[config.mk]
export PLATFORM = sky130hd
export DESIGN_NAME = cpu_mc
export DESIGN_NICKNAME = d
export VERILOG_FILES = /design/src/rtl/cpu_mc.sv
export SDC_FILE = /design/constraint.sdc
export NUM_CORES = 1
export LEC_CHECK = 0
export CORE_MARGIN = 1
export CORE_UTILIZATION = 58
export CTS_CLUSTER_SIZE = 28
export DETAILED_ROUTE_END_ITERATION = 6
export DONT_BUFFER_PORTS = 1
export HOLD_SLACK_MARGIN = 0.15
export PLACE_DENSITY = 0.76
export SYNTH_ARGS = -nofsm -noshare
export SYNTH_HDL_FRONTEND = slang
export SYNTH_SLANG_ARGS = --single-unit
[constraint.sdc]
create_clock -name clk50m -period 5.5 [get_ports clk50m]
set_input_delay 1.1 -clock clk50m [delete_from_list [all_inputs] [get_ports clk50m]]
set_output_delay 1.1 -clock clk50m [all_outputs]
set_load 0.01 [all_outputs]
[src/rtl/cpu_mc.sv]
// cpu_mc: multi-cycle Hack-style CPU with req/ack instruction and data ports,
// programmable reset vector and a retired-instruction counter.
module cpu_mc #(
  parameter int DW     = 16,
  parameter int AW     = 15,
  parameter int PW     = 15,
  parameter int CW     = 32,
  parameter int RST_PC = 0
) (
  input  logic          clk50m,
  input  logic          rst_n,
  output logic          imem_req,
  output logic [PW-1:0] imem_addr,
  input  logic          imem_ack,
  input  logic [DW-1:0] imem_rdata,
  output logic          dmem_req,
  output logic          dmem_we,
  output logic [AW-1:0] dmem_addr,
  output logic [DW-1:0] dmem_wdata,
  input  logic          dmem_ack,
  input  logic [DW-1:0] dmem_rdata,
  output logic [PW-1:0] pc,
  output logic [CW-1:0] instret
);
  typedef enum logic [2:0] {S_FETCH, S_DECODE, S_MREAD, S_EXEC, S_MWRITE} state_t;
  state_t        r_state, w_next;
  logic [DW-1:0] r_a, r_d, r_ir, r_mdr;
  logic [PW-1:0] r_pc;
  logic [CW-1:0] r_instret;
  logic [DW-1:0] w_x0, w_x, w_y0, w_y, w_sum, w_out;
  logic          w_is_c, w_am, w_zr, w_ng, w_jump, w_commit;
  assign w_is_c = r_ir[DW-1];
  assign w_am   = r_ir[12];
  assign w_x0   = r_ir[11] ? '0 : r_d;
  assign w_x    = r_ir[10] ? ~w_x0 : w_x0;
  assign w_y0   = r_ir[9] ? '0 : (w_am ? r_mdr : r_a);
  assign w_y    = r_ir[8] ? ~w_y0 : w_y0;
  assign w_sum  = r_ir[7] ? w_x + w_y : w_x & w_y;
  assign w_out  = r_ir[6] ? ~w_sum : w_sum;
  assign w_zr   = w_out == '0;
  assign w_ng   = w_out[DW-1];
  assign w_jump = w_is_c & ((r_ir[2] & w_ng) | (r_ir[1] & w_zr) | (r_ir[0] & ~w_ng & ~w_zr));
  always_comb begin
    w_next   = r_state;
    w_commit = 1'b0;
    case (r_state)
      S_FETCH:  w_next = imem_ack ? S_DECODE : S_FETCH;
      S_DECODE: begin
        w_next   = !w_is_c ? S_FETCH : w_am ? S_MREAD : r_ir[3] ? S_MWRITE : S_FETCH;
        w_commit = !w_is_c || (!w_am && !r_ir[3]);
      end
      S_MREAD:  w_next = dmem_ack ? S_EXEC : S_MREAD;
      S_EXEC: begin
        w_next   = r_ir[3] ? S_MWRITE : S_FETCH;
        w_commit = !r_ir[3];
      end
      S_MWRITE: begin
        w_next   = dmem_ack ? S_FETCH : S_MWRITE;
        w_commit = dmem_ack;
      end
      default:  w_next = S_FETCH;
    endcase
  end
  // requests are gated by rst_n so they drop the instant reset asserts
  assign imem_req   = rst_n && r_state == S_FETCH;
  assign imem_addr  = r_pc;
  assign dmem_req   = rst_n && (r_state == S_MREAD || r_state == S_MWRITE);
  assign dmem_we    = r_state == S_MWRITE;
  assign dmem_addr  = r_a[AW-1:0];
  assign dmem_wdata = w_out;
  assign pc         = r_pc;
  assign instret    = r_instret;
  always_ff @(posedge clk50m or negedge rst_n) begin
    if (!rst_n) begin
      r_state   <= S_FETCH;
      r_a       <= '0;
      r_d       <= '0;
      r_ir      <= '0;
      r_mdr     <= '0;
      r_pc      <= PW'(RST_PC);
      r_instret <= '0;
    end else begin
      r_state <= w_next;
      if (r_state == S_FETCH && imem_ack) r_ir <= imem_rdata;
      if (r_state == S_MREAD && dmem_ack) r_mdr <= dmem_rdata;
      if (w_commit) begin
        if (!w_is_c) r_a <= r_ir;
        else if (r_ir[5]) r_a <= w_out;
        if (w_is_c && r_ir[4]) r_d <= w_out;
        r_pc      <= w_jump ? r_a[PW-1:0] : r_pc + PW'(1);
        r_instret <= r_instret + CW'(1);
      end
    end
  end
endmodule

Word level (Yosys, flattened, before mapping) --
Index checks and enable logic that the tools add are counted.
Storage, ports and cells: RAM bits 0, latch bits 0, ROM bits 0, bits in registers 114, memories 0, logic and storage cells 61, output and inout port bits 96, input port bits 36
Operators by class: div/mod/pow operators 0, shift-type cells 0, reduce and logical (&&, ||, !) cells 15, add/sub/neg operators 3, eq/ne operators 5, multiplexer cells 18, magnitude comparators 0, bitwise logic cells 13, multiply operators 0
Operators by type and width (number):
- $mux W16 | 9
- $not A16 Y16 | 3
- $add A32 B1 Y32 const B | 1
- $add A16 B16 Y16 | 1
- $and A16 B16 Y16 | 1
- $logic_not A16 Y1 | 1
- $add A15 B1 Y15 const B | 1
- $mux W15 | 1
- $pmux W3 S5 | 1
- $mux W3 | 4
- $eq A3 B2 Y1 const B | 2
- $logic_and A1 B1 Y1 | 6
- $and A1 B1 Y1 | 5
- $reduce_and A2 Y1 | 2
- $eq A3 B1 Y1 const B | 1
- $eq A3 B3 Y1 const B | 1
- $logic_not A1 Y1 | 3
- $logic_not A3 Y1 | 1
- $pmux W1 S3 | 1
- $logic_or A1 B1 Y1 | 2
- $mux W1 | 2
- $ne A2 B2 Y1 const B | 1
- $not A1 Y1 | 2
- $or A1 B1 Y1 | 2

Logic depth before layout (Yosys ltp) --
Gate-level depths: netlist (run 1).
depth after elaboration 14, mapped depth 21, mapped depth without buffers 17

Worst setup path after synthesis (run 1) --
No wires, ideal clock.
kind register to register, from register r_ir[12], to register r_pc[3] (netlist: imem_addr[3]), library setup time 0.079 ns, slack 0.264 ns, arrival 5.157 ns, stages on the path, launching flop included 21, buffers on the path 4, data required time 5.421 ns, period minus slack after synthesis 5.236 ns, cells stage by stage dfrtp_1 -> clkbuf_1 -> buf_1 -> mux2i_1 -> nor2_1 -> xor2_1 -> ha_1 -> fa_1 -> a211o_1 -> a21o_1 -> a21oi_2 -> a21oi_1 -> or4_4 -> nor4_1 -> nand4_1 -> or4_1 -> a311o_1 -> buf_6 -> buf_6 -> a21oi_1 -> a2bb2oi_1
Between the ends: word-level cells in the longest chain between the ends 14, elaborated cells on any way between the ends 24, those cells by class add/sub (1); mux (7); bitwise (12); reduce/logical (4)
RTL lines:
- start: declaration | line 27 | logic [DW-1:0] r_a, r_d, r_ir, r_mdr;
- start signal: assignment | line 84 | if (r_state == S_FETCH && imem_ack) r_ir <= imem_rdata;
- $mux W16 * (2 in series) | line 36 | assign w_y0 = r_ir[9] ? '0 : (w_am ? r_mdr : r_a);
- $not A16 Y16 | line 37 | assign w_y = r_ir[8] ? ~w_y0 : w_y0;
- $mux W16 * | line 37
- $add A16 B16 Y16 / $and A16 B16 Y16 (equally long branches) | line 38 | assign w_sum = r_ir[7] ? w_x + w_y : w_x & w_y;
- $mux W16 * | line 38
- $not A16 Y16 | line 39 | assign w_out = r_ir[6] ? ~w_sum : w_sum;
- $mux W16 * | line 39
- named net dmem_wdata[6] | line 19 | output logic [DW-1:0] dmem_wdata,
- $logic_not A16 Y1 * | line 40 | assign w_zr = w_out == '0;
- $and A1 B1 Y1 / $not A1 Y1 (equally long branches) | line 42 | assign w_jump = w_is_c & ((r_ir[2] & w_ng) | (r_ir[1] & w_zr) | (r_ir[0] & ~w_ng & ~w_zr));
- $or A1 B1 Y1 / $and A1 B1 Y1 (equally long branches) | line 42
- $or A1 B1 Y1 * | line 42
- $and A1 B1 Y1 * | line 42
- $mux W15 * | line 90 | r_pc <= w_jump ? r_a[PW-1:0] : r_pc + PW'(1);
- end signal: assignment | line 80 | r_pc <= PW'(RST_PC);
- end signal: assignment | line 90
- end: declaration | line 28 | logic [PW-1:0] r_pc;
The timed path passes the listed nets; every way through them passes the cells marked *. A chain may end at the register's enable or synchronous reset.

Final worst setup path (run 1) --
from register r_ir[9], to register r_pc[7] (netlist: imem_addr[7])
Between the ends: word-level cells in the longest chain between the ends 13, elaborated cells on any way between the ends 19, those cells by class add/sub (1); mux (5); bitwise (12); reduce/logical (1)
RTL lines (line):
- $mux W16 * | 36
- $not A16 Y16 | 37
- $mux W16 * | 37
- $add A16 B16 Y16 / $and A16 B16 Y16 (equally long branches) | 38
- $mux W16 * | 38
- $not A16 Y16 | 39
- $mux W16 * | 39
- named net dmem_wdata[6] | 19
- $logic_not A16 Y1 * | 40
- $and A1 B1 Y1 / $not A1 Y1 (equally long branches) | 42
- $or A1 B1 Y1 / $and A1 B1 Y1 (equally long branches) | 42
- $or A1 B1 Y1 * | 42
- $and A1 B1 Y1 * | 42
- $mux W15 * | 90
Marks and branches as above.

==> run_results.csv, run 1 <==
group,metric,value,unit
setup_path,r2r-start,"r_ir[9]$_DFFE_PN0P_",
setup_path,arrival,5.55,ns
grt,grt_usage,29.6,%
setup_path,timing.rr.end,"imem_addr[7]$_DFFE_PN0P_",
min_path,hold_path.class,"input pin to asynchronous set/reset pin",
synthesis,synth.most_common_cell,"dfrtp_1",
clock_tree,clk_pin_slew,0.05,ns
synthesis,synth_area_leaders,"dfrtp_1 39%, xnor2_1 5.3%, mux2_2 5.3%",
floorplan,start_util,59.9,%
clock_tree,clock_latency,0.42,ns
setup_path,path_buf_inv,1,
floorplan,dieArea,12900,sq um
setup_path,cp_num_cells,16,
placement,portBuffers,0,
outcome,status,"completed",
clock_tree,cts_sinks,114,
timing,rsz0062_at_grt,"no",
clock_tree,clock_path_buffers,2,
setup_path,r2r_setup_slack,0.22,ns
cells_and_area,antenna_cells,0,
synthesis,synth.distinct_cells,63,
cells_and_area,drive_gt1_share,12.1,%
floorplan,dieHeight,114,microns
cells_and_area,instances_no_fill,913,
synthesis,synth_flop_cell,"dfrtp_1",
route,final_antenna_net_count,0,
placement,hpwl,12700,microns
timing,setup_tns,0,ns
synthesis,synth_nets,822,
cells_and_area,fin_util,64.4,%
timing,slew_violations,0,
synthesis,syn_area,7220,sq um
route,vias_per_cell,6.27,
cells_and_area,n_fill_cell,962,
timing,fin_crit_sh,95.9,%
route,post_drt_wl_per_cell,20.1,microns
route,drt_wl_total,18400,microns
synthesis,synthCells,767,
clock_tree,cts_hold_buf,0,
floorplan,ios,132,
setup_path,crit_start,"r_ir[9]$_DFFE_PN0P_",
grt,grt_pass1_wl,29300,microns
clock_tree,ctsHtreeMaxLevel,4,
setup_path,cp-start-kind,"register",
clock_tree,cts_buffers,17,
grt,overflow,0,
clock_tree,post_cts_buffers,0,
timing,timing.final.hold_violations,0,
setup_path,cpMaxStageDelayCell,"dfrtp_1",
grt,grt_max_degree,117,
clock_tree,ctsResizeCount,0,
placement,place.gp.congestion,0.931,
setup_path,reg2regPathDepth,16,
timing,fin_ws,0.224,ns
grt,antenna_found_initial,0,
setup_path,crit_type,"register to register",
placement,dp_slack,0.350,ns
timing,final.min_clock_period,5.28,ns
timing,skew,0.00620,ns
setup_path,critPathTopFamily,"simple AND/OR/NAND/NOR gates",
route,drt_iter0_drc,503,
setup_path,endpoint_kind,"register",
timing,setup_viol_count_final,0,
timing,max_freq,0.190,GHz
setup_path,crit_end,"imem_addr[7]$_DFFE_PN0P_",
clock_tree,root_buffer,"clkbuf_16",
clock_tree,cts_tree,"done",
setup_path,crit_required,5.78,ns
route,drc,0,
setup_path,cp_max_fo,29,
synthesis,syn_avg_cell_area,9.42,sq um
job,drv_cap,0,
floorplan,coreArea,12100,sq um
synthesis,synth_edf_count,0,
synthesis,async_reset_ff_share,100,%
cells_and_area,area_delta_synth_final,7.55,%
synthesis,ys_seq_elements,114,
floorplan,rows,40,
synthesis,synth_top_area_cell,"dfrtp_1",
synthesis,yosysSeqAreaShare,39.5,%
synthesis,synth_top_cell_area_share,39.5,%
cells_and_area,nets,787,
timing,relSlewSlack,21.9,%
floorplan,chipWidth,114,microns
route,route.vias.total,5728,
route,first_pass_iters,6,
placement,dp.cells,881,
synthesis,yosys_warnings,0,
synthesis,synth_common_cells,"114 x dfrtp_1, 64 x nand2_1, 44 x xnor2_1, 43 x nor2_1, 38 x a21oi_1",
timing,tightest_slew,1.17,ns
setup_path,critPathMaxStageDelay,0.69,ns
setup_path,crit_chain,"nor2_1, xor2_1, ha_1, fa_1, a211o_1, a21o_1, a21oi_2, a21oi_1, or4_4, nor4_1, nand4_1, or4_1, a311o_1, buf_4, mux2i_1, a2bb2oi_1",
grt,grt_pass1_vias,5757,
[per-layer routing]
| layer | vias to the layer above | wire length, microns | global-route usage (%) |
|---|---|---|---|
| met3 | 63 | 1680 | 9.09 |
| met5 | - | 0 | 0 |
| met2 | 296 | 8700 | 46.8 |
| li1 | 2605 | - | - |
| met4 | 0 | 775 | 16.1 |
| met1 | 2764 | 7200 | 36.2 |
[sequential cells by signal (all words and copies together), names as in the netlist]
| register | cells |
|---|---|
| imem_addr | 15 |
| instret | 32 |
| r_a | 16 |
| r_d | 16 |
| r_ir | 16 |
| r_mdr | 16 |
| r_state | 3 |
[per-stage QoR]
step | cell area, sq um | hold WS, ns
2_1_floorplan | 7220 | 0.451
3_3_place_gp | 7170 | 0.463
3_5_place_dp | 7170 | 0.473
4_1_cts | 7770 | 0.363
5_1_grt | 7770 | 0.359
6_report | 7770 | 0.375
[layout by cell type, fill, tap and decap left out, types with 18 or more instances in the layout]
cell type / count
and3_1: 20
xnor2_1: 44
mux2_2: 34
mux2i_1: 37
xor2_1: 35
dfrtp_1: 114
nand2_1: 64
nand3_1: 28
o21ai_0: 33
nand2b_1: 23
a21oi_1: 38
inv_1: 25
ha_1: 18
nor2_1: 43
[worst register-to-register path, delay by kind of cell, from the launching register on]
kind                     cells  cell delay (ns)
AO/OA/AOI/OAI                6             1.20
buffers and inverters        1             0.27
AND/OR/NAND/NOR              5             1.89
multiplexers                 1             0.24
adder cells (fa/ha/maj)      2             0.68
XOR/XNOR                     1             0.18
flip-flops                   1             0.69
[logic make-up (layout without fill, tap and decap cells)]
logic type,count (synthesis),after routing,synth area share [%]
buffers and inverters,97,75,6.89
XOR/XNOR,79,79,9.58
AND/OR/NAND/NOR,235,235,16.5
AO/OA/AOI/OAI,152,152,13.8
multiplexers,71,71,10.4
adder cells (fa/ha/maj),19,19,3.39
flip-flops,114,114,39.5
[worst min path at each step]
| stage | cells past startpoint | from | slack (ns) | endpoint |
|---|---|---|---|---|
| final | 0 | rst_n | 0.37 | r_d[11]$_DFFE_PN0P_ |
| after global routing | 0 | rst_n | 0.36 | r_d[11]$_DFFE_PN0P_ |
| after CTS | 0 | rst_n | 0.36 | r_d[11]$_DFFE_PN0P_ |
| after detailed placement | 2 | r_d[5]$_DFFE_PN0P_ | 0.47 | r_d[5]$_DFFE_PN0P_ |
| after global placement | 2 | r_d[8]$_DFFE_PN0P_ | 0.46 | r_d[8]$_DFFE_PN0P_ |
| after floorplan | 2 | r_d[0]$_DFFE_PN0P_ | 0.45 | r_d[0]$_DFFE_PN0P_ |
[area by class of cell]
class / count / area (sq um) / share of cell area, %
well taps: 168 / 210 / 2.71
inverters: 27 / 101 / 1.30
clock buffers: 24 / 502 / 6.46
multi-input cells: 556 / 3880 / 50.0
clock inverters: 8 / 100 / 1.29
repair buffers: 16 / 120 / 1.55
flip-flops and latches: 114 / 2850 / 36.7
Power of run 1 is left out: the tool's default activity adds up to more than one toggle a clock period on the data nets, which glitch-free logic cannot reach.
==> run 2: changes to the inputs <==
- ABC_AREA: unset -> 0
- PLACE_DENSITY: 0.76 -> unset
- PLACE_DENSITY_LB_ADDON: unset -> 0.25
==> run_results.csv, run 2 (synthesis gave the netlist of run 1 again) <==
group,metric,value,unit
floorplan,coreArea,12100,sq um
job,drv_cap,0,
setup_path,arrival,5.47,ns
route,drt_wl_total,17500,microns
setup_path,crit_required,5.82,ns
timing,slew_violations,0,
clock_tree,cts_buffers,17,
timing,fin_ws,0.349,ns
cells_and_area,multi_input_area,3900,sq um
setup_path,cpMaxStageDelayCell,"or4_4",
floorplan,ios,132,
cells_and_area,n_fill_cell,978,
clock_tree,clock_latency,0.42,ns
timing,setup_viol_count_final,0,
timing,rsz0062_at_grt,"no",
grt,antenna_found_initial,0,
clock_tree,cts_tree,"done",
timing,setup_tns,0,ns
setup_path,reg2regPathDepth,17,
setup_path,endpoint_kind,"register",
timing,fin_crit_sh,93.7,%
setup_path,cp_num_cells,17,
floorplan,dieArea,12900,sq um
setup_path,cp_max_fo,29,
placement,dp_slack,0.305,ns
cells_and_area,drive_gt1_share,12.5,%
route,route.vias.total,5545,
route,drt_iter0_drc,530,
floorplan,dieHeight,114,microns
setup_path,crit_chain,"mux2i_1, nor2_1, xor2_1, ha_1, fa_1, a211o_1, a21o_1, a21oi_2, a21oi_1, or4_4, nor4_2, nand4_1, or4_1, a311o_1, buf_4, a21oi_1, a2bb2oi_1",
cells_and_area,nets,786,
route,post_drt_wl_per_cell,19.2,microns
timing,timing.final.hold_violations,0,
cells_and_area,largest_reg_flops,32,
timing,max_freq,0.194,GHz
setup_path,crit_start,"r_a[0]$_DFFE_PN0P_",
clock_tree,root_buffer,"clkbuf_16",
cells_and_area,layout_commonest_cell,"dfrtp_1",
setup_path,critPathMaxStageDelay,0.59,ns
timing,skew,0.00698,ns
clock_tree,clock_path_buffers,2,
placement,hpwl,12200,microns
cells_and_area,area_delta_synth_final,6.91,%
placement,portBuffers,0,
setup_path,cp-start-kind,"register",
clock_tree,clk_pin_slew,0.05,ns
cells_and_area,final_cell_mix,"113 x dfrtp_1, 64 x nand2_1, 44 x xnor2_1",
cells_and_area,antenna_cells,0,
setup_path,crit_top_cell,"a21oi_1",
outcome,status,"completed",
setup_path,crit_type,"register to register",
setup_path,critPathTopFamily,"simple AND/OR/NAND/NOR gates",
setup_path,r2r-start,"r_a[0]$_DFFE_PN0P_",
grt,grt_max_degree,117,
floorplan,start_util,59.9,%
route,drc,0,
min_path,hold_path.class,"input pin to asynchronous set/reset pin",
clock_tree,cts_hold_buf,0,
timing,tightest_slew,1.16,ns
setup_path,path_buf_inv,1,
setup_path,r2r_setup_slack,0.35,ns
route,final_antenna_net_count,0,
clock_tree,ctsHtreeMaxLevel,4,
floorplan,chipWidth,114,microns
grt,grt_usage,28.6,%
placement,place.gp.congestion,0.896,
route,vias_per_cell,6.08,
cells_and_area,regArea,2850,sq um
floorplan,rows,40,
placement,dp.cells,880,
grt,grt_pass1_vias,5256,
clock_tree,cts_sinks,114,
cells_and_area,instances_no_fill,912,
grt,grt_pass1_wl,28200,microns
grt,overflow,0,
timing,final.min_clock_period,5.15,ns
route,first_pass_iters,5,
timing,relSlewSlack,22.4,%
## run 2: cell count changes in the layout (fill, tap and decap cells not counted), moves of 2 or more
cell	change
inv_6	+2
clkinvlp_4	+5
clkbuf_8	-2
clkinv_4	-2
bufinv_16	-2
## run 2: final timing paths
| kind | end |
|---|---|
| min in group clk50m | r_d[9]$_DFFE_PN0P_ |
| max | imem_addr[10]$_DFFE_PN0P_ |
| max in group asynchronous | r_ir[9]$_DFFE_PN0P_ |
| min | r_d[6]$_DFFE_PN0P_ |
| min reg2reg | r_d[9]$_DFFE_PN0P_ |
| max reg2reg | imem_addr[10]$_DFFE_PN0P_ |
## run 2: what timing repair did
action / 4_1_cts / 5_1_grt
resized for setup: 0 / 4
setup endpoints to repair: 0 / 16
buffers inserted: 0 / 0
## run 2: final cells by class
type	instances	share of cell area (%)
clock buffer	21	6.09
clock inverter	11	1.00
inverter	27	1.31
multi-input combinational	556	50.5
sequential	114	37.0
tap	168	2.72
timing repair buffer	15	1.46
## run 2: stage by stage
step           instance area, sq um  utilization (%)  hold WS (ns)
2_1_floorplan                  7220                -         0.451
4_1_cts                        7710             63.9         0.365
3_3_place_gp                   7160             59.4         0.464
6_report                       7720             64.0         0.382
5_1_grt                        7720             64.0         0.364
3_5_place_dp                   7160             59.4         0.475
## run 2: worst register-to-register path, delay by kind of cell, from the launching register on
family	cells	cell delay (ns)
AOI/OAI and AO/OA	7	1.49
xor gates and xnor gates	1	0.16
adders and majority gates	2	0.71
buffers and inverters	1	0.26
DFF	1	0.47
muxes	1	0.25
and+or+nand+nor	5	1.72
## run 2: metal layers
metal | track usage, % | wire length, microns
met4 | 13.6 | 484
met2 | 43.3 | 8190
met3 | 7.81 | 1470
met1 | 38.0 | 7350
met5 | 0 | 0
Power of run 2 is left out for the same reason.
